`config.mk`:
```
export PLATFORM = sky130hd
export DESIGN_NAME = host_axil_regs_flat
export DESIGN_NICKNAME = d
export VERILOG_FILES = /design/src/rtl/host_axil_regs_if.sv /design/src/rtl/host_axil_regs.sv /design/src/flat_wrapper.sv
export SDC_FILE = /design/constraint.sdc
export NUM_CORES = 1
export LEC_CHECK = 0
export CAP_MARGIN = 10
export CELL_PAD_IN_SITES_DETAIL_PLACEMENT = 0
export CELL_PAD_IN_SITES_GLOBAL_PLACEMENT = 1
export CORE_UTILIZATION = 36
export CTS_BUF_LIST = sky130_fd_sc_hd__clkbuf_2 sky130_fd_sc_hd__clkbuf_4 sky130_fd_sc_hd__clkbuf_8
export DETAILED_ROUTE_END_ITERATION = 16
export PLACE_DENSITY_LB_ADDON = 0.08
export SYNTH_ARGS = -nofsm -noshare
export SYNTH_HDL_FRONTEND = slang
export SYNTH_SLANG_ARGS = --single-unit
```
`constraint.sdc`:
```
create_clock -name clk -period 3.1 [get_ports clk]
set_clock_uncertainty 0.15 [all_clocks]
set_input_delay 0.62 -clock clk [delete_from_list [all_inputs] [get_ports clk]]
set_output_delay 0.62 -clock clk [all_outputs]
set_load 0.05 [all_outputs]
```
`src/rtl/host_axil_regs_if.sv`:
```
// AXI-Lite host bus bundle for the GPU register file.
// The master modport is the host side; the slave modport is the register file.
interface host_axil_regs_if;
    logic [31:0] awaddr;
    logic        awvalid;
    logic        awready;
    logic [31:0] wdata;
    logic [3:0]  wstrb;
    logic        wvalid;
    logic        wready;
    logic [1:0]  bresp;
    logic        bvalid;
    logic        bready;
    logic [31:0] araddr;
    logic        arvalid;
    logic        arready;
    logic [31:0] rdata;
    logic [1:0]  rresp;
    logic        rvalid;
    logic        rready;

    modport master (
        output awaddr, awvalid, wdata, wstrb, wvalid, bready, araddr, arvalid, rready,
        input  awready, wready, bresp, bvalid, arready, rdata, rresp, rvalid
    );

    modport slave (
        input  awaddr, awvalid, wdata, wstrb, wvalid, bready, araddr, arvalid, rready,
        output awready, wready, bresp, bvalid, arready, rdata, rresp, rvalid
    );
endinterface

```
`src/rtl/host_axil_regs.sv`:
```
// AXI-Lite slave register file between the host bus and the GPU core.
// Map (addr[3:2], addr[31:4] must be zero):
//   0x00 SCRATCH (RW), 0x04 CTRL (RW), 0x08 STATUS (RO), 0x0C ID (RO).
// AW and W are each held in a one-entry buffer; a write commits once both
// are present and no response is outstanding. Reads answer one cycle after
// the AR handshake and hold until accepted.
module host_axil_regs #(
    parameter logic [31:0] ID_VALUE   = 32'h4650_0001,
    parameter logic [31:0] CTRL_RESET = 32'h0000_0001
) (
    input  logic              clk,
    input  logic              rst,
    host_axil_regs_if.slave   host,
    input  logic [31:0]       status_i,
    output logic [31:0]       scratch_o,
    output logic [31:0]       ctrl_o
);

    localparam logic [1:0] RESP_OKAY   = 2'b00;
    localparam logic [1:0] RESP_SLVERR = 2'b10;

    // Write-side holding buffers
    logic        aw_full;
    logic [31:0] aw_addr;
    logic        w_full;
    logic [31:0] w_data;
    logic [3:0]  w_strb;

    // Response and read-data registers
    logic        bvalid_q;
    logic [1:0]  bresp_q;
    logic        rvalid_q;
    logic [31:0] rdata_q;
    logic [1:0]  rresp_q;

    logic [31:0] scratch_q;
    logic [31:0] ctrl_q;

    // Handshakes use only registered ready flags, so no valid->ready path exists.
    logic aw_hs, w_hs, ar_hs, commit;
    assign aw_hs  = host.awvalid && !aw_full;
    assign w_hs   = host.wvalid  && !w_full;
    assign ar_hs  = host.arvalid && !rvalid_q;
    assign commit = aw_full && w_full && !bvalid_q;

    // Write target decode from the buffered address.
    logic wr_mapped, wr_rw;
    assign wr_mapped = (aw_addr[31:4] == 28'd0);
    assign wr_rw     = wr_mapped && !aw_addr[3];

    // Byte-lane addr bits are ignored by the register map.
    logic unused_addr_bits;
    assign unused_addr_bits = ^{aw_addr[1:0], host.araddr[1:0]};

    // Merge new data into an existing word under the byte strobes.
    function automatic logic [31:0] merge_bytes(input logic [31:0] old_word,
                                                input logic [31:0] new_word,
                                                input logic [3:0]  strb);
        logic [31:0] result;
        result = old_word;
        for (int i = 0; i < 4; i++) begin
            if (strb[i]) result[8*i +: 8] = new_word[8*i +: 8];
        end
        return result;
    endfunction

    // AW buffer: fill on handshake, drain on commit.
    // NOTE: sequential state uses <= so every flop samples pre-edge values;
    // blocking here would let later blocks see half-updated state.
    always_ff @(posedge clk) begin
        if (rst) begin
            aw_full <= 1'b0;
        end else if (commit) begin
            aw_full <= 1'b0;
        end else if (aw_hs) begin
            aw_full <= 1'b1;
        end
    end

    // Buffered address/data payloads, qualified by the full flags.
    // NOTE: payload registers are not reset; the full flags gate every use,
    // so only the flags need a known value.
    always_ff @(posedge clk) begin
        if (aw_hs) aw_addr <= host.awaddr;
        if (w_hs) begin
            w_data <= host.wdata;
            w_strb <= host.wstrb;
        end
    end

    // W buffer: fill on handshake, drain on commit.
    always_ff @(posedge clk) begin
        if (rst) begin
            w_full <= 1'b0;
        end else if (commit) begin
            w_full <= 1'b0;
        end else if (w_hs) begin
            w_full <= 1'b1;
        end
    end

    // RW registers: byte-masked update on a commit to SCRATCH or CTRL.
    always_ff @(posedge clk) begin
        if (rst) begin
            scratch_q <= 32'd0;
            ctrl_q    <= CTRL_RESET;
        end else if (commit && wr_rw) begin
            if (!aw_addr[2]) scratch_q <= merge_bytes(scratch_q, w_data, w_strb);
            else             ctrl_q    <= merge_bytes(ctrl_q,    w_data, w_strb);
        end
    end

    // Write response: raised by a commit, held until bready.
    always_ff @(posedge clk) begin
        if (rst) begin
            bvalid_q <= 1'b0;
            bresp_q  <= RESP_OKAY;
        end else if (commit) begin
            bvalid_q <= 1'b1;
            bresp_q  <= wr_rw ? RESP_OKAY : RESP_SLVERR;
        end else if (bvalid_q && host.bready) begin
            bvalid_q <= 1'b0;
        end
    end

    // Read mux for the address currently on araddr.
    logic [31:0] rd_word;
    logic [1:0]  rd_resp;
    // NOTE: defaults first so every path assigns both outputs and no latch forms.
    always_comb begin
        rd_word = 32'd0;
        rd_resp = RESP_SLVERR;
        if (host.araddr[31:4] == 28'd0) begin
            rd_resp = RESP_OKAY;
            case (host.araddr[3:2])
                2'd0:    rd_word = scratch_q;
                2'd1:    rd_word = ctrl_q;
                2'd2:    rd_word = status_i;
                default: rd_word = ID_VALUE;
            endcase
        end
    end

    // Read channel: load on AR handshake, hold until rready.
    always_ff @(posedge clk) begin
        if (rst) begin
            rvalid_q <= 1'b0;
            rdata_q  <= 32'd0;
            rresp_q  <= RESP_OKAY;
        end else if (ar_hs) begin
            rvalid_q <= 1'b1;
            rdata_q  <= rd_word;
            rresp_q  <= rd_resp;
        end else if (rvalid_q && host.rready) begin
            rvalid_q <= 1'b0;
        end
    end

    assign host.awready = !aw_full;
    assign host.wready  = !w_full;
    assign host.bvalid  = bvalid_q;
    assign host.bresp   = bresp_q;
    assign host.arready = !rvalid_q;
    assign host.rvalid  = rvalid_q;
    assign host.rdata   = rdata_q;
    assign host.rresp   = rresp_q;
    assign scratch_o    = scratch_q;
    assign ctrl_o       = ctrl_q;

endmodule

```
`src/flat_wrapper.sv`:
```
// flat-port wrapper written by rule: the top's interface ports become plain ports
module host_axil_regs_flat 
#(
    parameter logic [31:0] ID_VALUE   = 32'h4650_0001,
    parameter logic [31:0] CTRL_RESET = 32'h0000_0001
)
  (clk, rst, status_i, scratch_o, ctrl_o, host_awaddr, host_awvalid, host_wdata, host_wstrb, host_wvalid, host_bready, host_araddr, host_arvalid, host_rready, host_awready, host_wready, host_bresp, host_bvalid, host_arready, host_rdata, host_rresp, host_rvalid);
  host_axil_regs_if host_i ();
  input  logic clk;
  input  logic rst;
  input  logic [31:0] status_i;
  output logic [31:0] scratch_o;
  output logic [31:0] ctrl_o;
  input wire logic [$bits(host_i.awaddr)-1:0] host_awaddr;
  input wire logic [$bits(host_i.awvalid)-1:0] host_awvalid;
  input wire logic [$bits(host_i.wdata)-1:0] host_wdata;
  input wire logic [$bits(host_i.wstrb)-1:0] host_wstrb;
  input wire logic [$bits(host_i.wvalid)-1:0] host_wvalid;
  input wire logic [$bits(host_i.bready)-1:0] host_bready;
  input wire logic [$bits(host_i.araddr)-1:0] host_araddr;
  input wire logic [$bits(host_i.arvalid)-1:0] host_arvalid;
  input wire logic [$bits(host_i.rready)-1:0] host_rready;
  output wire logic [$bits(host_i.awready)-1:0] host_awready;
  output wire logic [$bits(host_i.wready)-1:0] host_wready;
  output wire logic [$bits(host_i.bresp)-1:0] host_bresp;
  output wire logic [$bits(host_i.bvalid)-1:0] host_bvalid;
  output wire logic [$bits(host_i.arready)-1:0] host_arready;
  output wire logic [$bits(host_i.rdata)-1:0] host_rdata;
  output wire logic [$bits(host_i.rresp)-1:0] host_rresp;
  output wire logic [$bits(host_i.rvalid)-1:0] host_rvalid;
  assign host_i.awaddr = host_awaddr;
  assign host_i.awvalid = host_awvalid;
  assign host_i.wdata = host_wdata;
  assign host_i.wstrb = host_wstrb;
  assign host_i.wvalid = host_wvalid;
  assign host_i.bready = host_bready;
  assign host_i.araddr = host_araddr;
  assign host_i.arvalid = host_arvalid;
  assign host_i.rready = host_rready;
  assign host_awready = host_i.awready;
  assign host_wready = host_i.wready;
  assign host_bresp = host_i.bresp;
  assign host_bvalid = host_i.bvalid;
  assign host_arready = host_i.arready;
  assign host_rdata = host_i.rdata;
  assign host_rresp = host_i.rresp;
  assign host_rvalid = host_i.rvalid;
  host_axil_regs #(.ID_VALUE(ID_VALUE), .CTRL_RESET(CTRL_RESET)) u_core (.clk(clk), .rst(rst), .host(host_i), .status_i(status_i), .scratch_o(scratch_o), .ctrl_o(ctrl_o));
endmodule
```
==> run summary, run 1 <==
clock root cell = clkbuf_8
Period minus WS final = 2.45 ns
synthesized area = 6930 sq um
fin nets = 945
post-route ant nets = 0
Final TNS setup = 0 ns
boundary pin count = 244
Die Width = 141 microns
global-route wire length before repair = 28700 microns
VDD IR max = 355 uV
synthesis-stage register bit count = 168
period utilization = 79.0%
Fmax = 0.408 GHz
Hold Vio Cnt, Final = 0
Routed WL per cell = 17.3 microns
Die Area = 19800 sq um
Vias = 5096
commonest non-fill, non-tap cell in the layout = clkdlybuf4s50_1
Die Span Y = 141 microns
Req. time, crit path = 2.33 ns
Placement Setup Slack = 0.361 ns
vias in the first global route = 5457
sw frac = 24.1%
core box area = 18800 sq um
Hold Buf Count CTS = 0
YS warnings = 0
Initial Util = 36.9%
RSZ-0062 raised after global routing = false
Buf+Inv Stages, Crit Path = 1
Post-route DRC = 0
Clock transition at path regs = 0.09 ns
number of max-cap violations = 0
register area share after synthesis = 58.1%
Yosys top cell area share = 29.5%
cell count after synthesis = 567
vias per inst = 4.83
cell row count = 50
largest net degree at the start of global routing = 51
layout cell share with drive strength beyond 1 = 9.28%
Finished Layout Cells = 1054
Post-Layout Inst Area = 9990 sq um
GRT Util Overall = 19.0%
worst slew pin tran = 0.784 ns
Clock power frac = 36.5%
status = completed
top area cells in the synthesized netlist = dfxtp_1, edfxtp_1, mux2i_1
Slowest-stage cell, CP = clkdlybuf4s50_1
CTS tree = built
cts repair resizes = 0
synth-to-layout area growth = 44.2%
Hold Path Class = reg2reg
combinational group share of total power = 9.1%
number of library cell types mapped by synthesis = 33
delay-heaviest family, CP = buffers and inverters
synthesized area per cell = 12.2 sq um
Slew Limit Fails = 0
dpl hpwl = 13100 microns
placed inst area = 9580 sq um
Pint = 3.33 mW
number of CTS-inserted buffers = 17
critical-path cell list = clkdlybuf4s50_1
P_leak = 3.70 nW
type of destination of the critical path = primary output
IO buf count = 237
Sw Pwr = 1.06 mW
setup bufs post-CTS = 0
startpoint types = flop
grt total ovfl = 0
Tot Pwr = 4.39 mW
Clock Latency Late Sink = 0.45 ns
Crit Path Max Fanout = 3
initial antenna violation count = 1
WL final = 18200 microns
routability cong. = 0.801
1st-iter DRT viols = 180
Pwr Density = 439 nW/um^2
# clock sinks = 168
most frequent cells in the layout = clkdlybuf4s50_1, dfxtp_1, nand2b_1
critical path's largest stage delay = 0.85 ns
Rel. slew slack = 47.3%
clk buf depth = 2
WP data arrival = 1.68 ns
drt pass-1 iters = 6
crit path kind = reg2out
post-route worst setup slack = 0.651 ns
# placed instances = 1021
H-tree depth = 4
Seq pwr share = 54.5%
Yosys top cell by area = dfxtp_1
final setup violation count = 0
-- path summary, 6_finish.rpt --
kind,cells after the start,slack [ns],endpoint,start
worst max register to register,4,0.77,u_core.scratch_o[1],u_core.aw_addr[11]
worst min register to register,2,0.33,u_core.host.rdata[28],u_core.host.rdata[28]
worst max-delay path,1,0.65,scratch_o[0],u_core.scratch_o[0]
worst min-delay path,2,0.33,u_core.host.rdata[28],u_core.host.rdata[28]
-- registers in the layout, summed over array words and instances (netlist names) --
register	flops
u_core.aw_addr	30
u_core.w_data	32
u_core.host.rvalid	1
u_core.host.rdata	32
u_core.host.bresp	1
u_core.scratch_o	32
u_core.w_strb	4
u_core.w_full	1
u_core.ctrl_o	32
u_core.host.rresp	1
u_core.aw_full	1
u_core.host.bvalid	1
-- power groups by stage --
stage                     Combinational [mW]  Sequential [mW]  Clock [mW]
after detailed placement               0.401             2.44           0
after floorplan                        0.157             2.45           0
after CTS                              0.401             2.39        1.66
after global routing                   0.429             2.40        1.75
after global placement                 0.393             2.44           0
final                                  0.397             2.39        1.60
-- kinds of logic after synthesis --
| group | count (synthesis) | synth area share (%) |
|---|---|---|
| AOI/OAI and AO/OA | 69 | 6.94 |
| buffers and inverters | 40 | 2.58 |
| DFF | 168 | 58.1 |
| muxes | 96 | 14.0 |
| other | 1 | 0.0541 |
| and+or+nand+nor | 193 | 18.3 |
-- cell usage after synthesis --
master       n
or4_4        2
nand4_1      4
a22o_1      23
nand2_1     36
dfxtp_1    102
clkbuf_1    24
nand2b_1   100
a2bb2oi_1    3
nor3_1       4
a2111oi_2    1
nor2_1       9
nor4_1       7
o21a_1       2
edfxtp_1    66
a21oi_1      5
inv_1        4
or3_1        4
nand4_4      2
nor2b_1     12
and4_1       2
nor4_4       8
buf_2        5
buf_4        2
o21ai_0     23
nor4_2       2
mux2i_1     90
and3b_1      1
o22ai_1      6
conb_1       1
mux2_2       6
buf_1        3
buf_6        2
o31ai_1      6
-- per-stage QoR --
step | hold WS (ns) | utilization (%)
floorplan | 0.327 | -
finish | 0.329 | 53.2
global route | 0.361 | 53.2
CTS | 0.334 | 53.2
detailed placement | 0.314 | 51.1
global placement | 0.311 | 51.1
-- routing by layer --
metal	vias up	share of wire (%)	track usage [%]
met5	-	0	0
met4	0	1.2	5.43
met3	16	5.7	5.37
met2	148	50	33.7
met1	2427	43	22.2
li1	2505	-	-
-- final cells by class --
| type | instances | area, sq um |
|---|---|---|
| clock buffer | 18 | 241 |
| multi-input combinational | 360 | 2750 |
| antenna | 1 | 2.50 |
| fill | 1655 | 8780 |
| clock inverter | 14 | 161 |
| tap | 234 | 293 |
| sequential | 168 | 4020 |
| inverter | 4 | 15.0 |
| timing repair buffer | 255 | 2500 |
Note: power is estimated with default switching activity, not from simulation.
==> run 2: changes to the inputs <==
CORE_UTILIZATION = 32   (was 36)
clock period = 2.1 ns   (was 3.1 ns; I/O delays follow)
==> run summary, run 2 (same netlist as run 1, synthesis figures left out) <==
status = complete, but fails checks
failing checks = setup timing
GRT Util Overall = 17.6%
period utilization = 102%
cell repeated most along the worst path = nor4_4
worst hold path startpoint = u_core.host.rdata[29]
largest net degree at the start of global routing = 112
Crit Reg-Reg Startpoint = u_core.aw_addr[11]
Post-route DRC = 0
Tot Pwr = 6.72 mW
Placement Setup Slack = -0.378 ns
Routed WL per cell = 17.0 microns
Req. time, crit path = 2.33 ns
sw frac = 24.5%
Hold Buf Count CTS = 0
drt pass-1 iters = 5
placed inst area = 9780 sq um
Vias = 5158
Pwr Density = 660 nW/um^2
Clock Latency Late Sink = 0.46 ns
Period minus WS final = 2.13 ns
worst slew pin tran = 1.21 ns
routability cong. = 0.787
final setup violation count = 10
Slowest-stage cell, CP = edfxtp_1
# clock sinks = 168
r2r endpoint = u_core.scratch_o[8]
H-tree depth = 4
global-route wire length before repair = 29500 microns
fin nets = 962
initial antenna violation count = 3
Clock transition at path regs = 0.10 ns
Initial Util = 32.8%
Post-Layout Inst Area = 10200 sq um
Hold Path Class = reg2reg
met2 Use GR = 30.1%
boundary pin count = 244
Hold Vio Cnt, Final = 0
met1 GRT Util = 20.6%
1st-iter DRT viols = 194
commonest non-fill, non-tap cell in the layout = clkdlybuf4s50_1
layout cell share with drive strength beyond 1 = 16.6%
worst reg2reg path depth = 6
WL final = 18900 microns
VDD IR max = 369 uV
vias per inst = 4.63
grt total ovfl = 0
Pint = 5.07 mW
dpl hpwl = 14100 microns
P_leak = 4.21 nW
combinational group share of total power = 9.3%
filler instances = 1953
Fmax = 0.469 GHz
clock root cell = clkbuf_8
Seq pwr share = 52.5%
Hold Path End = u_core.host.rdata[29]
Die Span Y = 149 microns
clk buf depth = 2
number of CTS-inserted buffers = 17
CTS tree = built
gr busiest metal = met2
setup slack, reg-to-reg = -0.03 ns
post-route ant nets = 0
Rel. slew slack = 19.3%
critical path's largest stage delay = 0.42 ns
number of max-cap violations = 0
type of destination of the critical path = flop
RSZ-0062 raised after global routing = true
GR Util met3 = 4.68%
Final TNS setup = -0.0965 ns
IO buf count = 237
crit path kind = reg2reg
Crit Path Max Fanout = 8
Die Width = 149 microns
synth-to-layout area growth = 47.1%
critical-path cell list = nor4_4 > nand4_4 > buf_4 > nor4_4 > buf_12 > mux2i_1
Slew Limit Fails = 0
cell row count = 53
startpoint types = flop
Clock power frac = 38.2%
WP data arrival = 2.36 ns
Hold Path Stages = 2
core box area = 21100 sq um
post-route worst setup slack = -0.0333 ns
Die Area = 22200 sq um
Sw Pwr = 1.65 mW
vias in the first global route = 5408
most frequent cells in the layout = clkdlybuf4s50_1, dfxtp_1, nand2b_1
-- run 2: final cells by class --
cell class                 instances  area (sq um)  area share (%)
antenna                            2          5.00          0.0491
tap                              275           344            3.38
multi-input combinational        360          2760            27.1
inverter                           4          15.0           0.147
clock inverter                    15           208            2.04
clock buffer                      17           234            2.30
timing repair buffer             272          2590            25.5
sequential                       168          4030            39.5
-- run 2: worst max path at each step --
| stage | start | to | slack, ns |
|---|---|---|---|
| final | u_core.aw_addr[11] | u_core.scratch_o[8] | -0.03 |
| after floorplan | u_core.aw_addr[11] | u_core.ctrl_o[0] | 0.05 |
| after detailed placement | host_araddr[29] | u_core.host.rdata[21] | -0.38 |
| after global placement | host_arvalid | u_core.host.rdata[9] | -0.31 |
| after global routing | u_core.aw_addr[11] | u_core.scratch_o[13] | -0.11 |
| after CTS | u_core.aw_addr[16] | u_core.scratch_o[8] | -0.04 |
-- run 2: through the flow --
step / util (%) / hold slack (ns) / std cells
4_1_cts: 48.2 / 0.320 / 1110
6_report: 48.3 / 0.321 / 1113
3_5_place_dp: 46.4 / 0.315 / 1078
2_1_floorplan: - / 0.346 / 568
5_1_grt: 48.3 / 0.319 / 1113
3_3_place_gp: 46.4 / 0.300 / 1078
-- run 2: metal layers --
metal | up-vias | part of all wire, %
li1 | 2540 | -
met1 | 2423 | 42
met2 | 165 | 50
met3 | 28 | 6.0
met4 | 2 | 2.5
met5 | - | 0.069
-- run 2: timing repair --
action	4_1_cts	5_1_grt
setup buffers	0	1
pin swaps	7	8
gates resized for setup	62	2
setup endpoints to repair	91	48
-- run 2: power groups by stage --
stage / clock (mW) / combinational (mW) / sequential, mW
after floorplan: 0 / 0.232 / 3.61
after global placement: 0 / 0.624 / 3.60
after detailed placement: 0 / 0.635 / 3.60
after CTS: 2.65 / 0.636 / 3.53
after global routing: 2.78 / 0.674 / 3.54
final: 2.57 / 0.626 / 3.53
-- run 2: worst max-delay path, delay by kind of cell (launching register included) --
kind	cells	cell delay, ns
muxes	1	0.19
and+or+nand+nor	3	0.90
DFF	1	0.42
buffers and inverters	2	0.38
